==> src/rtl/spi_master_seq_pkg.sv <==
// spi_master_seq_pkg
// Shared definitions for the SPI master sequencer slice.
//   spi_state_e  : sequencer states IDLE -> SETUP -> XFER -> HOLD -> GAP
//   MODE0..MODE3 : SPI mode encodings as {cpol, cpha}
//   edge_cnt_w() : width of a counter holding 0..2*DATA_W SCLK edges
//   cnt_w()      : width of a counter holding 0..n-1 (minimum 1 bit)
package spi_master_seq_pkg;

   typedef enum logic [2:0] {
      IDLE  = 3'd0,
      SETUP = 3'd1,
      XFER  = 3'd2,
      HOLD  = 3'd3,
      GAP   = 3'd4
   } spi_state_e;

   localparam logic [1:0] MODE0 = 2'b00;
   localparam logic [1:0] MODE1 = 2'b01;
   localparam logic [1:0] MODE2 = 2'b10;
   localparam logic [1:0] MODE3 = 2'b11;

   function automatic int edge_cnt_w(input int data_w);
      return $clog2(2 * data_w + 1);
   endfunction

   function automatic int cnt_w(input int n);
      return (n > 1) ? $clog2(n) : 1;
   endfunction

endpackage

==> src/rtl/spi_master_seq_if.sv <==
// spi_master_seq_if
// Bundles the user-side command signals and the SPI pins of one sequencer.
//   start, cpol, cpha, cs_sel, tx_data : transfer request from command logic
//   busy, done, rx_data                : transfer status / received word
//   sclk, mosi, cs_n, miso             : SPI pins
// Modports:
//   master : the sequencer's view (drives status and SPI outputs)
//   slave  : the user/pin side view (drives requests and miso)
interface spi_master_seq_if #(
   parameter int DATA_W = 8,
   parameter int N_CS   = 1,
   parameter int CS_W   = 1
);

   logic              start;
   logic              cpol;
   logic              cpha;
   logic [CS_W-1:0]   cs_sel;
   logic [DATA_W-1:0] tx_data;
   logic              miso;
   logic              busy;
   logic              done;
   logic [DATA_W-1:0] rx_data;
   logic              sclk;
   logic              mosi;
   logic [N_CS-1:0]   cs_n;

   modport master (
      input  start, cpol, cpha, cs_sel, tx_data, miso,
      output busy, done, rx_data, sclk, mosi, cs_n
   );

   modport slave (
      output start, cpol, cpha, cs_sel, tx_data, miso,
      input  busy, done, rx_data, sclk, mosi, cs_n
   );

endinterface

==> src/rtl/spi_master_seq_tick_gen.sv <==
// spi_master_seq_tick_gen
// Divides clk into SCLK half-period ticks.
//   clk, rst : system clock, asynchronous active-high reset
//   restart  : forces the count back to zero so the next tick lands
//              exactly HALF_DIV cycles later
//   tick     : high for one clk cycle out of every HALF_DIV
//              (permanently high when HALF_DIV is 1)
module spi_master_seq_tick_gen
   import spi_master_seq_pkg::*;
#(
   parameter int HALF_DIV = 1
) (
   input  logic clk,
   input  logic rst,
   input  logic restart,
   output logic tick
);

   localparam int            CW   = cnt_w(HALF_DIV);
   localparam logic [CW-1:0] LAST = CW'(HALF_DIV - 1);

   logic [CW-1:0] cnt;

   // Free-running modulo-HALF_DIV counter. A restart realigns it to the
   // start of a transfer; otherwise it wraps after the tick cycle.
   always_ff @(posedge clk or posedge rst) begin
      if (rst) begin
         cnt <= '0;
      end else if (restart || (cnt == LAST)) begin
         cnt <= '0;
      end else begin
         cnt <= cnt + CW'(1);
      end
   end

   assign tick = (cnt == LAST);

endmodule

==> src/rtl/spi_master_seq.sv <==
// spi_master_seq
// SPI master sequencer: one DATA_W-bit full-duplex transfer per start,
// any of the four SPI modes, programmable SCLK divider, N_CS chip selects.
//   clk, rst : system clock, asynchronous active-high reset
//   bus      : spi_master_seq_if master modport
//              start/cpol/cpha/cs_sel/tx_data in, busy/done/rx_data out,
//              sclk/mosi/cs_n out, miso in
// Frame timing in HALF_DIV ticks after the accept edge T0:
//   SETUP 1 tick, XFER 2*DATA_W ticks, HOLD 1 tick, GAP 1 tick.
module spi_master_seq
   import spi_master_seq_pkg::*;
#(
   parameter int DATA_W   = 8,
   parameter int HALF_DIV = 1,
   parameter int N_CS     = 1,
   parameter int CS_W     = 1
) (
   input logic              clk,
   input logic              rst,
   spi_master_seq_if.master bus
);

   localparam int            EW        = edge_cnt_w(DATA_W);
   localparam logic [EW-1:0] N_EDGES   = EW'(2 * DATA_W);
   localparam logic [EW-1:0] LAST_EDGE = EW'(2 * DATA_W - 1);

   spi_state_e        state;
   logic [1:0]        mode_q;
   logic [DATA_W-1:0] tx_sr;
   logic [DATA_W-1:0] rx_sr;
   logic [DATA_W-1:0] rx_q;
   logic [EW-1:0]     edge_cnt;
   logic [N_CS-1:0]   cs_n_q;
   logic              busy_q;
   logic              done_q;
   logic              sclk_q;
   logic              mosi_q;

   logic              tick;
   logic              accept;
   logic              is_edge;
   logic              leading;
   logic              sample_now;
   logic              shift_now;

   // One-hot active-low decode; an out-of-range index selects nobody.
   function automatic logic [N_CS-1:0] cs_decode(input logic [CS_W-1:0] sel);
      logic [N_CS-1:0] v;
      v = '1;
      for (int i = 0; i < N_CS; i++) begin
         if (sel == CS_W'(i)) begin
            v[i] = 1'b0;
         end
      end
      return v;
   endfunction

   spi_master_seq_tick_gen #(
      .HALF_DIV (HALF_DIV)
   ) u_tick (
      .clk     (clk),
      .rst     (rst),
      .restart (accept),
      .tick    (tick)
   );

   // A start is taken in IDLE, or in the last GAP tick so that a held
   // start produces back-to-back frames with a one-tick CS-high gap.
   always_comb begin
      accept = 1'b0;
      if (bus.start) begin
         if (state == IDLE) begin
            accept = 1'b1;
         end else if ((state == GAP) && tick) begin
            accept = 1'b1;
         end
      end
   end

   // Decide what the current tick does to the SCLK line. The SETUP tick is
   // edge 0; XFER ticks are edges 1..2*DATA_W-1 and then one idle tick.
   // Even edges lead, odd edges trail. CPHA=0 samples on leading edges and
   // shifts on trailing ones (the final trailing edge has nothing left to
   // shift); CPHA=1 shifts on leading edges and samples on trailing ones.
   always_comb begin
      is_edge    = 1'b0;
      sample_now = 1'b0;
      shift_now  = 1'b0;
      leading    = ~edge_cnt[0];
      if (tick && ((state == SETUP) || ((state == XFER) && (edge_cnt != N_EDGES)))) begin
         is_edge = 1'b1;
      end
      if (is_edge) begin
         unique case (mode_q)
            MODE0, MODE2: begin
               sample_now = leading;
               shift_now  = ~leading && (edge_cnt != LAST_EDGE);
            end
            MODE1, MODE3: begin
               sample_now = ~leading;
               shift_now  = leading;
            end
         endcase
      end
   end

   // Main sequencer. All pin and status outputs are registered here. The
   // accept branch sits last so that a start in the done cycle overrides the
   // return-to-IDLE while still letting done and rx_data update.
   always_ff @(posedge clk or posedge rst) begin
      if (rst) begin
         state    <= IDLE;
         mode_q   <= MODE0;
         tx_sr    <= '0;
         rx_sr    <= '0;
         rx_q     <= '0;
         edge_cnt <= '0;
         cs_n_q   <= '1;
         busy_q   <= 1'b0;
         done_q   <= 1'b0;
         sclk_q   <= 1'b0;
         mosi_q   <= 1'b0;
      end else begin
         done_q <= 1'b0;

         if (is_edge) begin
            sclk_q   <= ~sclk_q;
            edge_cnt <= edge_cnt + EW'(1);
            if (sample_now) begin
               rx_sr <= {rx_sr[DATA_W-2:0], bus.miso};
            end
            if (shift_now) begin
               tx_sr <= tx_sr << 1;
               if (mode_q[0]) begin
                  mosi_q <= tx_sr[DATA_W-1];
               end else begin
                  mosi_q <= tx_sr[DATA_W-2];
               end
            end
         end

         unique case (state)
            IDLE: begin
            end
            SETUP: begin
               if (tick) begin
                  state <= XFER;
               end
            end
            XFER: begin
               if (tick && (edge_cnt == N_EDGES)) begin
                  state <= HOLD;
               end
            end
            HOLD: begin
               if (tick) begin
                  sclk_q <= mode_q[1];
                  cs_n_q <= '1;
                  state  <= GAP;
               end
            end
            GAP: begin
               if (tick) begin
                  done_q <= 1'b1;
                  rx_q   <= rx_sr;
                  busy_q <= 1'b0;
                  mosi_q <= 1'b0;
                  state  <= IDLE;
               end
            end
            default: begin
               state <= IDLE;
            end
         endcase

         if (accept) begin
            mode_q   <= {bus.cpol, bus.cpha};
            tx_sr    <= bus.tx_data;
            cs_n_q   <= cs_decode(bus.cs_sel);
            sclk_q   <= bus.cpol;
            busy_q   <= 1'b1;
            edge_cnt <= '0;
            state    <= SETUP;
            if (bus.cpha) begin
               mosi_q <= 1'b0;
            end else begin
               mosi_q <= bus.tx_data[DATA_W-1];
            end
         end
      end
   end

   assign bus.busy    = busy_q;
   assign bus.done    = done_q;
   assign bus.rx_data = rx_q;
   assign bus.sclk    = sclk_q;
   assign bus.mosi    = mosi_q;
   assign bus.cs_n    = cs_n_q;

endmodule

==> src/flat_wrapper.sv <==
// flat-port wrapper written by rule: the top's interface ports become plain ports
module spi_master_seq_flat import spi_master_seq_pkg::*;
#(
   parameter int DATA_W   = 8,
   parameter int HALF_DIV = 1,
   parameter int N_CS     = 1,
   parameter int CS_W     = 1
)
  (clk, rst, bus_start, bus_cpol, bus_cpha, bus_cs_sel, bus_tx_data, bus_miso, bus_busy, bus_done, bus_rx_data, bus_sclk, bus_mosi, bus_cs_n);
  spi_master_seq_if #(.DATA_W(DATA_W), .N_CS(N_CS), .CS_W(CS_W)) bus_i ();
  input logic clk;
  input logic rst;
  input wire logic [$bits(bus_i.start)-1:0] bus_start;
  input wire logic [$bits(bus_i.cpol)-1:0] bus_cpol;
  input wire logic [$bits(bus_i.cpha)-1:0] bus_cpha;
  input wire logic [$bits(bus_i.cs_sel)-1:0] bus_cs_sel;
  input wire logic [$bits(bus_i.tx_data)-1:0] bus_tx_data;
  input wire logic [$bits(bus_i.miso)-1:0] bus_miso;
  output wire logic [$bits(bus_i.busy)-1:0] bus_busy;
  output wire logic [$bits(bus_i.done)-1:0] bus_done;
  output wire logic [$bits(bus_i.rx_data)-1:0] bus_rx_data;
  output wire logic [$bits(bus_i.sclk)-1:0] bus_sclk;
  output wire logic [$bits(bus_i.mosi)-1:0] bus_mosi;
  output wire logic [$bits(bus_i.cs_n)-1:0] bus_cs_n;
  assign bus_i.start = bus_start;
  assign bus_i.cpol = bus_cpol;
  assign bus_i.cpha = bus_cpha;
  assign bus_i.cs_sel = bus_cs_sel;
  assign bus_i.tx_data = bus_tx_data;
  assign bus_i.miso = bus_miso;
  assign bus_busy = bus_i.busy;
  assign bus_done = bus_i.done;
  assign bus_rx_data = bus_i.rx_data;
  assign bus_sclk = bus_i.sclk;
  assign bus_mosi = bus_i.mosi;
  assign bus_cs_n = bus_i.cs_n;
  spi_master_seq #(.DATA_W(DATA_W), .HALF_DIV(HALF_DIV), .N_CS(N_CS), .CS_W(CS_W)) u_core (.clk(clk), .rst(rst), .bus(bus_i));
endmodule
==> config.mk <==
export PLATFORM = sky130hd
export DESIGN_NAME = spi_master_seq_flat
export DESIGN_NICKNAME = d
export VERILOG_FILES = /design/src/rtl/spi_master_seq_pkg.sv /design/src/rtl/spi_master_seq_if.sv /design/src/rtl/spi_master_seq_tick_gen.sv /design/src/rtl/spi_master_seq.sv /design/src/flat_wrapper.sv
export SDC_FILE = /design/constraint.sdc
export NUM_CORES = 1
export LEC_CHECK = 0
export ABC_CLOCK_PERIOD_IN_PS = 2600
export BUFFER_PORTS_ARGS = -buffer_cell sky130_fd_sc_hd__buf_2
export CAP_MARGIN = 0
export CORE_ASPECT_RATIO = 1.25
export CORE_UTILIZATION = 55
export CTS_CLUSTER_SIZE = 40
export DETAILED_ROUTE_END_ITERATION = 6
export PLACE_DENSITY = 0.78
export SLEW_MARGIN = 20
export SYNTH_ARGS = -nofsm -noshare
export SYNTH_HDL_FRONTEND = slang
export SYNTH_SLANG_ARGS = --single-unit
==> constraint.sdc <==
create_clock -name clk -period 2.6 [get_ports clk]
set_input_delay 0.26 -clock clk [delete_from_list [all_inputs] [get_ports clk]]
set_output_delay 0.26 -clock clk [all_outputs]
set_load 0.005 [all_outputs]
==> flow_summary_export.csv <==
group,metric,value,unit
cells_and_area,final_util,0.6745,
global_routing,grt_pass1_vias,1125,
clock_tree,holdBufCountCts,0,
logic_synthesis,synth_area_per_cell,11.92,um2
floorplanning,start_util,0.5746,
sta,period_minus_slack,2.271,ns
power_and_ir_drop,clkPwrFrac,0.242,
cells_and_area,layout-drive-gt1-share,0.3989,
power_and_ir_drop,leakage,1.045,nW
detailed_routing,drtIter0Drc,21,
clock_tree,htreeDepth,2,
floorplanning,pin_count,28,
place,place_area,0.002026,mm2
detailed_routing,route.detailed.drc,0,
clock_tree,cts_sinks,40,
clock_tree,clk-insertion-delay-late,0.29,ns
clock_tree,cts_tree,"built",
place,portBuffers,27,
cells_and_area,area_growth,17.38,%
cells_and_area,multiInputGateArea,763.2,um2
sta,finalHoldViolations,0,
logic_synthesis,ys_seq_elements,40,
worst_setup_path,crit_arrival,2.45,ns
worst_setup_path,r2r-start,"u_core.state[2]$_DFFE_PP0P_",
sta,worstMarginPinSlew,0.6320,ns
power_and_ir_drop,ir_worst_vdd,0.0007914,V
worst_setup_path,required,2.78,ns
floorplanning,fp.dieW,53.67,um
power_and_ir_drop,p_seq_frac,0.427,
place,dpl.cell_count,218,
sta,min_period_over_period,0.8735,
logic_synthesis,syn_inst,154,
worst_setup_path,critPathLaunchType,"register",
outcome,status,"completed",
floorplanning,rows,23,
clock_tree,root_buffer,"clkbuf_8",
global_routing,grt_max_degree,24,
sta,drv_slew,0,
detailed_routing,dr_total_vias,1241,
logic_synthesis,yosysWarnings,0,
worst_setup_path,path_class,"register to register",
sta,setup_viol,0,
sta,hold_ws,0.03669,ns
detailed_routing,routed_wl,3.313,mm
worst_setup_path,worst_r2r_path_depth,4,
sta,rsz0062_at_grt,"no",
detailed_routing,antenna_left,0,
sta,max_slew_margin,0.5782,
logic_synthesis,synth_nets,172,
place,place_ws,0.3272,ns
clock_tree,cts_buffers,5,
job,maxCapViolCount,0,
power_and_ir_drop,combPwrFrac,0.331,
power_and_ir_drop,p_switching,0.7490,mW
power_and_ir_drop,finalPower,2.431,mW
detailed_routing,wl_per_cell,14.72,um
floorplanning,coreArea,0.003194,mm2
global_routing,grtUsageTotal,0.2147,
power_and_ir_drop,switching_share,0.3081,
detailed_routing,firstDrtPassIters,4,
logic_synthesis,yosysSeqAreaShare,0.5460,
sta,skew,0.001842,ns
place,gp_congestion,0.8212,
cells_and_area,diodes,0,
place,dp_hpwl,2.374,mm
floorplanning,die_area,0.003574,mm2
sta,fmax,0.4403,GHz
global_routing,antenna_found_initial,0,
worst_setup_path,rrSetupSlack,0.33,ns
global_routing,grt-ovfl-total,0,
detailed_routing,via_per_inst,5.516,
power_and_ir_drop,power.density,1128,mW/mm2
clock_tree,cts_max_path_buffers,2,
global_routing,grt_pass1_wl,5.292,mm
sta,fin_ws,0.3290,ns
logic_synthesis,synth_cell_types,35,
worst_hold_path,hold_class,"input pin to async pin",
logic_synthesis,syn_area,0.001836,mm2
clock_tree,cts.clk_slew.worst_paths,0.07,ns
cells_and_area,fillers,244,
cells_and_area,regArea,0.001002,mm2
worst_setup_path,worst-path-max-fanout,13,
cells_and_area,fin_cells,225,
floorplanning,die_h,66.59,um
cells_and_area,fin_nets,206,
power_and_ir_drop,internal-power,1.682,mW
sta,tns,0,ns
cells_and_area,post-route-cell-area,0.002155,mm2
clock_tree,post_cts_resize_count,0,
worst_setup_path,reg2reg_to,"u_core.rx_sr[5]$_DFFE_PP0P_",
worst_setup_path,endpoint_kind,"register",
clock_tree,cts_setup_buffers,0,
[placed cells by master (no fill, tap or decap), types with 2 or more instances in the layout]
cell	Yosys	layout
dfrtp_1	39	39
mux2_2	30	30
buf_2	2	27
nand2_1	12	12
inv_1	11	11
nor2_1	10	10
o21ai_0	8	8
clkbuf_8	0	5
buf_4	0	5
nand3_1	4	4
a21oi_1	4	4
ha_1	3	3
nand2b_1	2	2
nor3b_1	2	2
a21o_1	2	2
or3_1	2	2
o22ai_1	2	2
bufinv_16	0	2
[layer usage]
metal | wire, um | vias up | track usage | part of all wire
li1 | - | 595 | - | -
met1 | 1401 | 615 | 0.2557 | 0.42
met2 | 1735 | 24 | 0.3395 | 0.52
met3 | 120 | 7 | 0.06621 | 0.036
met4 | 55 | 0 | 0.1118 | 0.017
met5 | 0 | - | 0 | 0
[kinds of logic (layout without fill, tap and decap cells)]
family | after synthesis | after routing | synth area share
AO/OA/AOI/OAI | 23 | 23 | 0.08658
XOR/XNOR | 2 | 2 | 0.009545
adder cells (fa/ha/maj) | 3 | 3 | 0.02045
buffers and inverters | 16 | 50 | 0.03817
flip-flops | 40 | 40 | 0.5460
multiplexers | 30 | 30 | 0.1840
other | 1 | 1 | 0.002043
AND/OR/NAND/NOR | 39 | 39 | 0.1132
[synthesized netlist by cell type (all sizes together)]
library cell / n / area [um2]
nand2: 12 / 45.04
buf: 3 / 21.27
or4b: 1 / 10.01
dfstp: 1 / 26.28
o21ai: 9 / 56.31
ha: 3 / 37.54
or3: 2 / 12.51
nand3: 4 / 20.02
nor2: 10 / 37.54
xnor2: 1 / 8.760
or3b: 1 / 8.760
nor3: 1 / 16.27
o221ai: 1 / 8.760
a21oi: 5 / 28.78
conb: 1 / 3.750
dfrtp: 39 / 975.9
clkbuf: 2 / 7.510
a22oi: 1 / 7.510
and3: 1 / 6.260
nand2b: 2 / 12.51
a32oi: 1 / 8.760
mux2: 30 / 337.8
o32a: 2 / 21.27
nor2b: 1 / 6.260
a21o: 2 / 15.01
nand3b: 1 / 7.510
inv: 11 / 41.29
o22ai: 2 / 12.51
nor4bb: 1 / 10.01
nor3b: 2 / 15.01
xor2: 1 / 8.760
[worst max path at each step]
| stage | start | end | slack, ns | cells past startpoint |
|---|---|---|---|---|
| after floorplan | u_core.state[0]$_DFFE_PP0P_ | u_core.tx_sr[7]$_DFFE_PP0P_ | 0.49 | 5 |
| after global placement | u_core.state[2]$_DFFE_PP0P_ | u_core.rx_sr[7]$_DFFE_PP0P_ | 0.40 | 4 |
| after detailed placement | u_core.state[2]$_DFFE_PP0P_ | u_core.rx_sr[1]$_DFFE_PP0P_ | 0.33 | 4 |
| after CTS | u_core.state[2]$_DFFE_PP0P_ | u_core.rx_sr[1]$_DFFE_PP0P_ | 0.33 | 4 |
| after global routing | u_core.state[2]$_DFFE_PP0P_ | u_core.rx_sr[1]$_DFFE_PP0P_ | 0.23 | 4 |
| final | u_core.state[2]$_DFFE_PP0P_ | u_core.rx_sr[5]$_DFFE_PP0P_ | 0.33 | 4 |
[state kept, by name, indices dropped and copies added, names as in the netlist, named ones only]
register            flops
u_core.bus.rx_data      8
u_core.rx_sr            8
u_core.tx_sr            8
u_core.edge_cnt         5
u_core.state            3
u_core.mode_q           2
u_core.bus.busy         1
u_core.bus.cs_n         1
u_core.bus.done         1
u_core.u_tick.cnt       1
[power by group through the flow]
stage          registers, mW  logic, mW  clock network, mW
2_1_floorplan           1.00      0.628                  0
3_3_place_gp            1.03      0.772                  0
3_5_place_dp            1.05      0.815                  0
4_1_cts                 1.04      0.817              0.594
5_1_grt                 1.08      0.883              0.623
6_report                1.04      0.806              0.588
[critical path, cell delays in order (launching register included)]
cell     delay [ns]
dfrtp_1        0.47
or4b_1         0.54
o32a_2         0.33
nor3_4         0.42
mux2_2         0.39
[layout make-up]
| type | instances | share of cell area |
|---|---|---|
| clock buffers | 5 | 0.03194 |
| clock inverters | 2 | 0.02787 |
| inverters | 11 | 0.01916 |
| multi-input cells | 98 | 0.3542 |
| flip-flops and latches | 40 | 0.4652 |
| well taps | 37 | 0.02149 |
| repair buffers | 32 | 0.08014 |
Note: power is estimated with default switching activity, not from simulation.
